## config.mk

```make
export PLATFORM = sky130hd
export DESIGN_NAME = link_order_master
export DESIGN_NICKNAME = d
export VERILOG_FILES = /design/src/rtl/link_pkg.sv /design/src/rtl/link_sync_fifo.sv /design/src/rtl/link_order_master.sv
export SDC_FILE = /design/constraint.sdc
export NUM_CORES = 1
export LEC_CHECK = 0
export BUFFER_PORTS_ARGS = -buffer_cell sky130_fd_sc_hd__buf_2
export CORE_MARGIN = 3
export CORE_UTILIZATION = 55
export CTS_BUF_LIST = sky130_fd_sc_hd__clkbuf_16
export DETAILED_ROUTE_END_ITERATION = 8
export HOLD_SLACK_MARGIN = 0.06
export PLACE_DENSITY = 0.74
export SETUP_SLACK_MARGIN = 0.2
export SKIP_CTS_REPAIR_TIMING = 1
export SYNTH_ARGS = -nofsm -noshare
export SYNTH_HDL_FRONTEND = slang
export SYNTH_SLANG_ARGS = --single-unit
export TNS_END_PERCENT = 30
```

## constraint.sdc

```tcl
create_clock -name clk -period 5.8 [get_ports clk]
set_clock_uncertainty 0.05 [all_clocks]
set_input_delay 0.58 -clock clk [delete_from_list [all_inputs] [get_ports clk]]
set_output_delay 0.58 -clock clk [all_outputs]
set_load 0.02 [all_outputs]
```

## src/rtl/link_pkg.sv

```systemverilog
// link_pkg: order types, FSM states and READ tag layout shared by the link order master.
package link_pkg;
  localparam logic [1:0] APPE = 2'b00;
  localparam logic [1:0] DELE = 2'b01;
  localparam logic [1:0] CHAG = 2'b10;
  localparam logic [1:0] READ = 2'b11;
  localparam int LINK_TABLE_W = 8;
  localparam int LINK_ADDR_W = 16;
  typedef enum logic {IDLE, ISSUE} state_e;
  typedef struct packed {
    logic [LINK_TABLE_W-1:0] tbl;
    logic [LINK_ADDR_W-1:0]  node;
  } tag_t;
endpackage

```

## src/rtl/link_sync_fifo.sv

```systemverilog
// link_sync_fifo: registered FIFO with occupancy count; the head is readable without fall-through.
module link_sync_fifo #(
  parameter int WIDTH = 8,
  parameter int DEPTH = 4
) (
  input  logic                   clk,
  input  logic                   rst_n,
  input  logic                   push,
  input  logic [WIDTH-1:0]       din,
  input  logic                   pop,
  output logic [WIDTH-1:0]       dout,
  output logic                   full,
  output logic                   empty,
  output logic [$clog2(DEPTH):0] count
);
  localparam int AW = DEPTH > 1 ? $clog2(DEPTH) : 1;
  localparam int CW = $clog2(DEPTH) + 1;
  logic [WIDTH-1:0] mem_q [DEPTH];
  logic [AW-1:0] wr_q, wr_d, rd_q, rd_d;
  logic [CW-1:0] cnt_q, cnt_d;
  logic do_push, do_pop;
  assign full  = cnt_q == CW'(DEPTH);
  assign empty = cnt_q == '0;
  assign count = cnt_q;
  assign dout  = mem_q[rd_q];
  always_comb begin
    do_push = push && !full;
    do_pop  = pop && !empty;
    wr_d    = do_push ? (wr_q == AW'(DEPTH - 1) ? '0 : wr_q + 1'b1) : wr_q;
    rd_d    = do_pop ? (rd_q == AW'(DEPTH - 1) ? '0 : rd_q + 1'b1) : rd_q;
    cnt_d   = cnt_q + CW'(do_push) - CW'(do_pop);
  end
  always_ff @(posedge clk or negedge rst_n) begin
    if (!rst_n) begin
      wr_q  <= '0;
      rd_q  <= '0;
      cnt_q <= '0;
    end else begin
      wr_q  <= wr_d;
      rd_q  <= rd_d;
      cnt_q <= cnt_d;
    end
  end
  always_ff @(posedge clk) begin
    if (do_push) mem_q[wr_q] <= din;
  end
endmodule

```

## src/rtl/link_order_master.sv

```systemverilog
// link_order_master: queues host commands, issues them as engine orders and routes READ data back tagged.
// Optional LINK_ORDER_STATS_EN adds saturating per-type counters of accepted orders.
module link_order_master
  import link_pkg::*;
#(
  parameter int ADDR_WIDTH  = LINK_ADDR_W,
  parameter int DATA_WIDTH  = 16,
  parameter int TABLE_WIDTH = LINK_TABLE_W,
  parameter int CMD_DEPTH   = 4,
  parameter int MAX_RD      = 4
) (
  input  logic                       clk,
  input  logic                       rst_n,
  input  logic                       cmd_valid,
  output logic                       cmd_ready,
  input  logic [1:0]                 cmd_type,
  input  logic [TABLE_WIDTH-1:0]     cmd_table,
  input  logic [ADDR_WIDTH-1:0]      cmd_node,
  input  logic [DATA_WIDTH-1:0]      cmd_data,
  output logic                       order_valid,
  input  logic                       order_busy,
  output logic [1:0]                 order_type,
  output logic [TABLE_WIDTH-1:0]     order_table,
  output logic [ADDR_WIDTH-1:0]      order_node,
  output logic [DATA_WIDTH-1:0]      order_data,
  input  logic                       dout_valid,
  output logic                       dout_busy,
  input  logic [DATA_WIDTH-1:0]      dout_data,
  output logic                       rsp_valid,
  input  logic                       rsp_ready,
  output logic [DATA_WIDTH-1:0]      rsp_data,
  output logic [TABLE_WIDTH-1:0]     rsp_table,
  output logic [ADDR_WIDTH-1:0]      rsp_node,
  output logic [$clog2(MAX_RD):0]    rd_pending,
  output logic                       err_unexp
`ifdef LINK_ORDER_STATS_EN
  ,
  output logic [15:0]                stat_appe,
  output logic [15:0]                stat_dele,
  output logic [15:0]                stat_chag,
  output logic [15:0]                stat_read
`endif
);
  localparam int CW = 2 + TABLE_WIDTH + ADDR_WIDTH + DATA_WIDTH;
  localparam int RW = $clog2(MAX_RD) + 1;
  state_e state_q, state_d;
  logic ready_q;
  logic [1:0] type_q, type_d;
  logic [TABLE_WIDTH-1:0] table_q, table_d;
  logic [ADDR_WIDTH-1:0] node_q, node_d;
  logic [DATA_WIDTH-1:0] data_q, data_d;
  logic rsp_valid_q, rsp_valid_d, err_q, err_d;
  logic [DATA_WIDTH-1:0] rsp_data_q, rsp_data_d;
  tag_t rsp_tag_q, rsp_tag_d, tag_in, tag_out;
  logic [CW-1:0] cmd_head;
  logic [1:0] head_type;
  logic [TABLE_WIDTH-1:0] head_table;
  logic [ADDR_WIDTH-1:0] head_node;
  logic [DATA_WIDTH-1:0] head_data;
  logic cmd_full, cmd_empty, tag_full, tag_empty;
  logic [$clog2(CMD_DEPTH):0] cmd_count;
  logic order_acc, eligible, load, rd_load, dout_acc, dout_exp;
  logic unused_fifo;
  assign unused_fifo = ^{cmd_count, tag_full, tag_empty};
  assign {head_type, head_table, head_node, head_data} = cmd_head;
  assign cmd_ready   = ready_q && !cmd_full;
  assign order_valid = state_q == ISSUE;
  assign order_type  = type_q;
  assign order_table = table_q;
  assign order_node  = node_q;
  assign order_data  = data_q;
  assign dout_busy   = rsp_valid_q && !rsp_ready;
  assign rsp_valid   = rsp_valid_q;
  assign rsp_data    = rsp_data_q;
  assign rsp_table   = rsp_tag_q.tbl;
  assign rsp_node    = rsp_tag_q.node;
  assign err_unexp   = err_q;
  link_sync_fifo #(.WIDTH(CW), .DEPTH(CMD_DEPTH)) u_cmd_fifo (
    .clk(clk), .rst_n(rst_n),
    .push(cmd_valid && cmd_ready), .din({cmd_type, cmd_table, cmd_node, cmd_data}),
    .pop(load), .dout(cmd_head), .full(cmd_full), .empty(cmd_empty), .count(cmd_count)
  );
  // Tag occupancy doubles as the outstanding-READ count: both move on READ load and on expected dout.
  link_sync_fifo #(.WIDTH($bits(tag_t)), .DEPTH(MAX_RD)) u_tag_fifo (
    .clk(clk), .rst_n(rst_n),
    .push(rd_load), .din(tag_in), .pop(dout_exp), .dout(tag_out),
    .full(tag_full), .empty(tag_empty), .count(rd_pending)
  );
  always_comb begin
    order_acc   = order_valid && !order_busy;
    eligible    = !cmd_empty && (head_type != READ || rd_pending < RW'(MAX_RD));
    load        = eligible && (state_q == IDLE || order_acc);
    rd_load     = load && head_type == READ;
    tag_in      = '{tbl: head_table, node: head_node};
    state_d     = load ? ISSUE : order_acc ? IDLE : state_q;
    type_d      = load ? head_type : type_q;
    table_d     = load ? head_table : table_q;
    node_d      = load ? head_node : node_q;
    data_d      = load ? (head_type == DELE || head_type == READ ? '0 : head_data) : data_q;
    dout_acc    = dout_valid && !dout_busy;
    dout_exp    = dout_acc && rd_pending != '0;
    err_d       = err_q || (dout_acc && rd_pending == '0);
    rsp_valid_d = dout_exp || (rsp_valid_q && !rsp_ready);
    rsp_data_d  = dout_exp ? dout_data : rsp_data_q;
    rsp_tag_d   = dout_exp ? tag_out : rsp_tag_q;
  end
  always_ff @(posedge clk or negedge rst_n) begin
    if (!rst_n) begin
      state_q     <= IDLE;
      ready_q     <= 1'b0;
      type_q      <= '0;
      table_q     <= '0;
      node_q      <= '0;
      data_q      <= '0;
      rsp_valid_q <= 1'b0;
      rsp_data_q  <= '0;
      rsp_tag_q   <= '0;
      err_q       <= 1'b0;
    end else begin
      state_q     <= state_d;
      ready_q     <= 1'b1;
      type_q      <= type_d;
      table_q     <= table_d;
      node_q      <= node_d;
      data_q      <= data_d;
      rsp_valid_q <= rsp_valid_d;
      rsp_data_q  <= rsp_data_d;
      rsp_tag_q   <= rsp_tag_d;
      err_q       <= err_d;
    end
  end
`ifdef LINK_ORDER_STATS_EN
  logic [3:0][15:0] stat_q, stat_d;
  always_comb begin
    stat_d = stat_q;
    if (order_acc && stat_q[type_q] != 16'hFFFF) stat_d[type_q] = stat_q[type_q] + 16'd1;
  end
  always_ff @(posedge clk or negedge rst_n) begin
    if (!rst_n) stat_q <= '0;
    else        stat_q <= stat_d;
  end
  assign stat_appe = stat_q[APPE];
  assign stat_dele = stat_q[DELE];
  assign stat_chag = stat_q[CHAG];
  assign stat_read = stat_q[READ];
`endif
endmodule

```

# After elaboration in Yosys (flattened, before gate mapping)

Memories as Yosys holds them, arrays and structs flattened. A register that Yosys moved wholly into a read port is not among the register bits.
Cells that the tools add are included.

$add $sub $neg: 8
$lt $le $gt $ge: 1
Equal/unequal tests: 9
Muxes and demuxes: 11
Bitwise gates (word level): 1
Reduce and logical (&&, ||, !) cells: 31

Operator list:

| cell                                          | number |
|---|---|
| 2-to-1 mux 16 bit                             | 1 |
| logical AND 1 bit                             | 14 |
| == test 2 bit, second input constant          | 5 |
| adder 2 x 1 -> 2 bit, second input constant   | 4 |
| logical NOT 1 bit                             | 8 |
| 2-to-1 mux 2 bit                              | 4 |
| adder 3 x 1 -> 3 bit                          | 2 |
| == test 3 bit, second input constant          | 2 |
| logical NOT 3 bit                             | 2 |
| 2-to-1 mux 1 bit                              | 6 |
| subtractor 3 x 1 -> 3 bit                     | 2 |
| logical OR 1 bit                              | 5 |
| < comparator 3 bit, second input constant     | 1 |
| nonzero test 3 bit                            | 1 |
| == test 2 x 1 -> 1 bit, second input constant | 1 |
| != test 2 bit, second input constant          | 1 |
| nonzero test 2 bit                            | 1 |
| inverter 1 bit                                | 1 |

Bits in registers: 76
Memory bits (writable): 264
Bits of input ports: 64
Output and inout bits: 90
Logic and storage cells: 78
Memories kept: 2

Memory list:

| name             | depth | bits a word | read ports | clocked after Yosys merged registers in | wr ports | RTL line             | source |
|---|---|---|---|---|---|---|---|
| u_cmd_fifo.mem_q | 4     | 42          | 1          | 0                                       | 1        | link_sync_fifo.sv:18 | `logic [WIDTH-1:0] mem_q [DEPTH];` |
| u_tag_fifo.mem_q | 4     | 24          | 1          | 1                                       | 1        | link_sync_fifo.sv:18 |  |

# Depth between registers and ports, before layout

An unclocked memory read counts as a cell.

Word-level depth: 9
Gate-level depth with buffers: 13
Depth with buffers taken out: 10

# Modules after synthesis

A second synthesis with hierarchy kept.

Cells, all modules: 634
Area total of the unflattened synthesis: 14104.8 µm²

Modules (own cells, without submodules):

| module                       | instances | cells each | area an instance (µm²) | seq. area each (µm²) |
|---|---|---|---|---|
| link_sync_fifo at u_cmd_fifo | 1         | 259        | 6561.3                 | 5220.0 |
| link_sync_fifo at u_tag_fifo | 1         | 165        | 3953.8                 | 3057.9 |
| link_order_master            | 1         | 210        | 3589.7                 | 2152.1 |

# Least setup slack after synthesis

Ideal clock, no wire load.

Path type: reg-to-reg
Start: register u_cmd_fifo.rd_q[0]
End: register u_cmd_fifo.cnt_q[2] (netlist: u_cmd_fifo.count[2])
Arrival time: 2.707 ns
Data required time: 5.625 ns
Setup slack: 2.917 ns
Cell stages (with the launch flop): 14
Path buffers: 3
Clock period less this slack: 2.883 ns
Cell sequence: dfrtp_1 -> buf_6 -> mux4_2 -> and3_1 -> buf_6 -> nor2_8 -> buf_12 -> ha_1 -> inv_1 -> ha_1 -> inv_1 -> fa_1 -> xnor2_1 -> xnor2_1

Longest elaborated chain between the ends: 7

RTL lines:

| item                      | RTL line                | source |
|---|---|---|
| start, declared           | link_sync_fifo.sv:19    | `logic [AW-1:0] wr_q, wr_d, rd_q, rd_d;` |
| start signal, assigned    | link_sync_fifo.sv:40    | `rd_q <= rd_d;` |
| memory (4 x 42 bit)       | --                      |  |
| != test 2 bit             | link_order_master.sv:91 | `eligible = !cmd_empty && (head_type != READ \|\| rd_pending < RW'(MAX_RD));` |
| logical OR 1 bit          | link_order_master.sv:91 |  |
| logical AND 1 bit         | link_order_master.sv:91 |  |
| logical AND 1 bit         | link_order_master.sv:92 | `load = eligible && (state_q == IDLE \|\| order_acc);` |
| logical AND 1 bit         | link_sync_fifo.sv:28    | `do_pop = pop && !empty;` |
| via u_cmd_fifo.do_pop     | link_sync_fifo.sv:21    | `logic do_push, do_pop;` |
| subtractor 3 x 1 -> 3 bit | link_sync_fifo.sv:31    | `cnt_d = cnt_q + CW'(do_push) - CW'(do_pop);` |
| via u_cmd_fifo.cnt_d[2]   | link_sync_fifo.sv:20    | `logic [CW-1:0] cnt_q, cnt_d;` |
| end signal, assigned      | link_sync_fifo.sv:41    | `cnt_q <= cnt_d;` |
| end, declared             | link_sync_fifo.sv:20    |  |

The timed path passes the listed nets, and every way through them passes these cells.
A chain may end at the register's enable or synchronous reset.

# Worst setup path after layout

Start: register u_cmd_fifo.rd_q[0]
End: register u_cmd_fifo.cnt_q[2] (netlist: u_cmd_fifo.count[2])

Longest elaborated chain between the ends: 7

RTL lines:

| item                      | RTL line |
|---|---|
| memory (4 x 42 bit)       | -- |
| != test 2 bit             | link_order_master.sv:91 |
| logical OR 1 bit          | link_order_master.sv:91 |
| logical AND 1 bit         | link_order_master.sv:91 |
| logical AND 1 bit         | link_order_master.sv:92 |
| logical AND 1 bit         | link_sync_fifo.sv:28 |
| subtractor 3 x 1 -> 3 bit | link_sync_fifo.sv:31 |
| via u_cmd_fifo.cnt_d[2]   | link_sync_fifo.sv:20 |

The timed path passes the listed nets, and every way through them passes these cells.

==> results list <==
- Starting utilization of the core area: approximately 56%
- Synthesized area per cell: 21.2 um^2
- Total of max-cap violations: 0
- Most common cell after layout, fill and taps aside: sky130_fd_sc_hd__edfxtp_1
- Post-detailed-route via-to-cell ratio: around 5.6
- Vias in the first global route: just under 7000
* Chip Height: 164 um
- H-tree levels: 2
* Final critical-path share of the clock period: 67.9%
- During synthesis, Yosys emitted a total of 0 warnings.
- The flow ran to the end, and the final reports show no timing, DRC or antenna violations.
* Post-placement setup slack: 1.85 ns
- Number of failing setup endpoints in the final timing report: 0
- Initial antenna violation count: 5
* Residual overflow from global routing: 0
- Sum of net half-perimeters after detailed placement: 15.8 mm
* Source of the worst register-to-register timing path: u_cmd_fifo.rd_q[0]
- Area of all placed cells without fillers: 16000 um^2
* Xor/xnor share of the synthesized area: less than 1%
* DRC violation total after the first TritonRoute iteration: 438
- In this run the worst hold path is classified as in -> async.
- The layout has 1619 filler cells.
- Kind of critical path: reg -> reg
* Setup TNS: 0 ns
- Measured against its own limit, the worst slew margin works out to 18.3%.
- The worst setup path is captured at a register.
- Entering global routing, the biggest net connects 55 pins.
- Cell area after placement: roughly 15000 um^2
- The hold violation total from the final report came to 0.
- In this run the critical register-to-register path is captured at u_cmd_fifo.count[2].
- After clock tree synthesis, the clock-pin slew on the worst setup and hold paths is 0.06 ns.
* Total number of vias: 6499
* Smallest hold slack: 0.0160 ns
- At the end of routability-driven placement, the weighted congestion stood at 0.716.
* Cell Pwr Density: about 550 nW/um^2
- Area grow syn2layout: 16.8%
* Multiplexer fraction of the synthesized cell area: between 10% and 20%
- Leakage power of the design: 6.05 nW
- For the pin with the worst max-slew slack, the measured transition is around 1.2 ns.
- STA classifies the critical path startpoint as a register.
* Detail-routed net length per standard cell: 21.7 um
- Post-synthesis simple-gate area fraction: 1.13%
- After detailed routing, the total wire length is roughly 25 mm.
* Sequential share of the synthesized area: between 70 and 80%
* Compound-cell area share of the yosys netlist: 1.57%
- Critical-path maximum fanout: 27
- RSZ-0062 raised after global routing: no
* Most area-hungry cell type in the Yosys netlist: sky130_fd_sc_hd__edfxtp_1
* Number of synthesized register bits: 364
- Remaining number of nets flagged by the antenna check after routing: 0
* Instance count of the mapped netlist: 647
- # clock sinks: between 300 and 400
- In the final design database the tool counted 895 nets.
- VDD sags by at most around 0.00033 V.
- Worst EP required: 6.17 ns
- Most used cells in the layout excluding fill and tap cells: sky130_fd_sc_hd__edfxtp_1 (264), sky130_fd_sc_hd__buf_2 (152), sky130_fd_sc_hd__dfrtp_1 (98)
* Worst R2R Path Depth: 10
- After synthesis, the largest family of logic cells by area is multiplexers.
* Synthesized Nets: between 700 and 800
* Mapped Area: around 14000 um^2
- Distinct cell type count of the synthesized netlist: 32
- For this run, the detailed router's first-pass iteration total came to 5.
- Slew Viols, Final: 0
- After synthesis, the cell types taking the most area are sky130_fd_sc_hd__edfxtp_1 (58%), sky130_fd_sc_hd__dfrtp_1 (18%), sky130_fd_sc_hd__mux4_2 (11%).
- In the routed design, unresolved DRC markers number 0.
- Summing the areas of all fa, ha and maj instances in the mapped netlist gives 1.57% of the synthesized area.
- Width of the die: 164 um
* CTS buffer count: 37
- The first global-routing pass estimated ~40 mm of wire.
* Clk buf depth: 3
- Placeable Area: 24400 um^2
- Input and output buffers added on the ports amount to 153.
- The root buffer cell chosen for the clock tree is sky130_fd_sc_hd__clkbuf_16.
* Fraction of final layout cells with drive strength greater than 1: 42.1%
- Number of cell rows: 57
* Total power draw: 8.78 mW
- Minimum setup slack among reg-to-reg paths: 1.86 ns
* Source-to-sink clock delay at the later pin of the worst-skew pair: about 0.52 ns
* Global-route total usage across every layer: 19.4%
- Top-area cell type share of the netlist area: 57.9%
- Highest clock frequency the design can meet: 254 MHz
- Worst-case setup margin in the final layout: about 1.9 ns
- For the worst setup path, the data arrival time is 4.31 ns.
- The die covers 26800 um^2.
- TritonCTS clock tree: built
- Top-Level Pins: between 150 and 200
- Counting I/O delays and the setup requirement, the final critical path takes a little under 4 ns.
synthesized netlist by cell type:
master and instances:
sky130_fd_sc_hd__edfxtp_1 264, sky130_fd_sc_hd__dfrtp_1 100, sky130_fd_sc_hd__mux4_2 66, sky130_fd_sc_hd__mux2_2 52, sky130_fd_sc_hd__o21ai_0 33, sky130_fd_sc_hd__inv_1 30, sky130_fd_sc_hd__mux2_4 19, sky130_fd_sc_hd__clkbuf_1 14
sky130_fd_sc_hd__ha_1 14, sky130_fd_sc_hd__buf_2 7, sky130_fd_sc_hd__and2_1 5, sky130_fd_sc_hd__and3_1 5, sky130_fd_sc_hd__buf_1 4, sky130_fd_sc_hd__nor2_1 4, sky130_fd_sc_hd__nor3_1 4, sky130_fd_sc_hd__nand2_1 3
sky130_fd_sc_hd__xnor2_1 3, sky130_fd_sc_hd__a21oi_1 2, sky130_fd_sc_hd__buf_12 2, sky130_fd_sc_hd__buf_6 2, sky130_fd_sc_hd__fa_1 2, sky130_fd_sc_hd__nand2b_1 2, sky130_fd_sc_hd__a21boi_0 1, sky130_fd_sc_hd__a21o_1 1
sky130_fd_sc_hd__a31o_2 1, sky130_fd_sc_hd__conb_1 1, sky130_fd_sc_hd__nand3b_1 1, sky130_fd_sc_hd__nor2_8 1, sky130_fd_sc_hd__o21a_1 1, sky130_fd_sc_hd__o22a_1 1, sky130_fd_sc_hd__or2_1 1, sky130_fd_sc_hd__xor2_1 1
power by group:
| group | total (mW) | internal, mW | switching [mW] |
|---|---|---|---|
| Clock | 2.39 | 1.46 | 0.933 |
| Sequential | 3.82 | 3.46 | 0.362 |
| Combinational | 2.56 | 1.16 | 1.40 |
| Total | 8.78 | 6.08 | 2.70 |
per-stage QoR:
step                      utilization, %  std cells
after floorplan                        -        647
after global placement              60.4       1100
after detailed placement            60.4       1100
after CTS                           65.5       1167
after global routing                65.6       1169
final                               65.6       1169
how the worst max path moves through the flow:
| stage | from | to | depth (start not counted) |
|---|---|---|---|
| 6_report | u_cmd_fifo.rd_q[0] | u_cmd_fifo.count[2] | 10 |
| 5_1_grt | u_cmd_fifo.rd_q[0] | u_cmd_fifo.count[2] | 10 |
| 4_1_cts | u_cmd_fifo.rd_q[0] | u_cmd_fifo.count[2] | 10 |
| 3_5_place_dp | u_cmd_fifo.rd_q[0] | u_cmd_fifo.count[2] | 10 |
| 3_3_place_gp | u_cmd_fifo.rd_q[0] | u_cmd_fifo.count[2] | 10 |
| 2_1_floorplan | u_cmd_fifo.rd_q[0] | u_cmd_fifo.count[2] | 13 |
registers in the layout (all words and copies together), names as in the netlist, 2 cells and up:
signal            count
order_data           16
rsp_table             8
order_table           8
u_cmd_fifo.rd_q       2
u_tag_fifo.mem_q     96
u_cmd_fifo.mem_q    168
order_node           16
u_tag_fifo.count      3
u_tag_fifo.rd_q       2
rsp_data             16
order_type            2
rsp_node             16
u_cmd_fifo.count      3
u_tag_fifo.wr_q       2
u_cmd_fifo.wr_q       2
layer usage:
metal	GRT usage, %	vias up	share of wire [%]	routed length [um]
met5	0	-	0.14	35
met4	5.81	6	2.4	600
met3	4.19	50	6.4	1620
met2	31.0	214	50	12600
met1	27.3	3355	41	10500
li1	-	2874	-	-
cell type report:
class	instances	area (um^2)	area share (%)
Sequential cell	364	10400	65.2
Inverter	30	113	0.704
Multi-Input combinational cell	224	2990	18.7
Antenna cell	2	5.00	0.0313
Clock inverter	29	290	1.82
Timing Repair Buffer	158	806	5.04
Tap cell	324	405	2.54
Clock buffer	38	951	5.95
kinds of logic after synthesis:
family          Yosys count
mux                     137
xor+xnor                  4
simple gates             26
compound gates           40
fa+ha+maj                16
flops                   364
buf+inv                  59
other cells               1
critical path, cell delays in order (launching register included):
cell	delay (ns)
sky130_fd_sc_hd__dfrtp_2	0.81
sky130_fd_sc_hd__mux4_2	0.64
sky130_fd_sc_hd__and3_1	0.44
sky130_fd_sc_hd__nor2_8	0.62
sky130_fd_sc_hd__ha_1	0.36
sky130_fd_sc_hd__inv_1	0.05
sky130_fd_sc_hd__ha_1	0.12
sky130_fd_sc_hd__inv_1	0.04
sky130_fd_sc_hd__fa_1	0.37
sky130_fd_sc_hd__xnor2_1	0.17
sky130_fd_sc_hd__xnor2_1	0.15
Power figures use the tool's default switching activity.
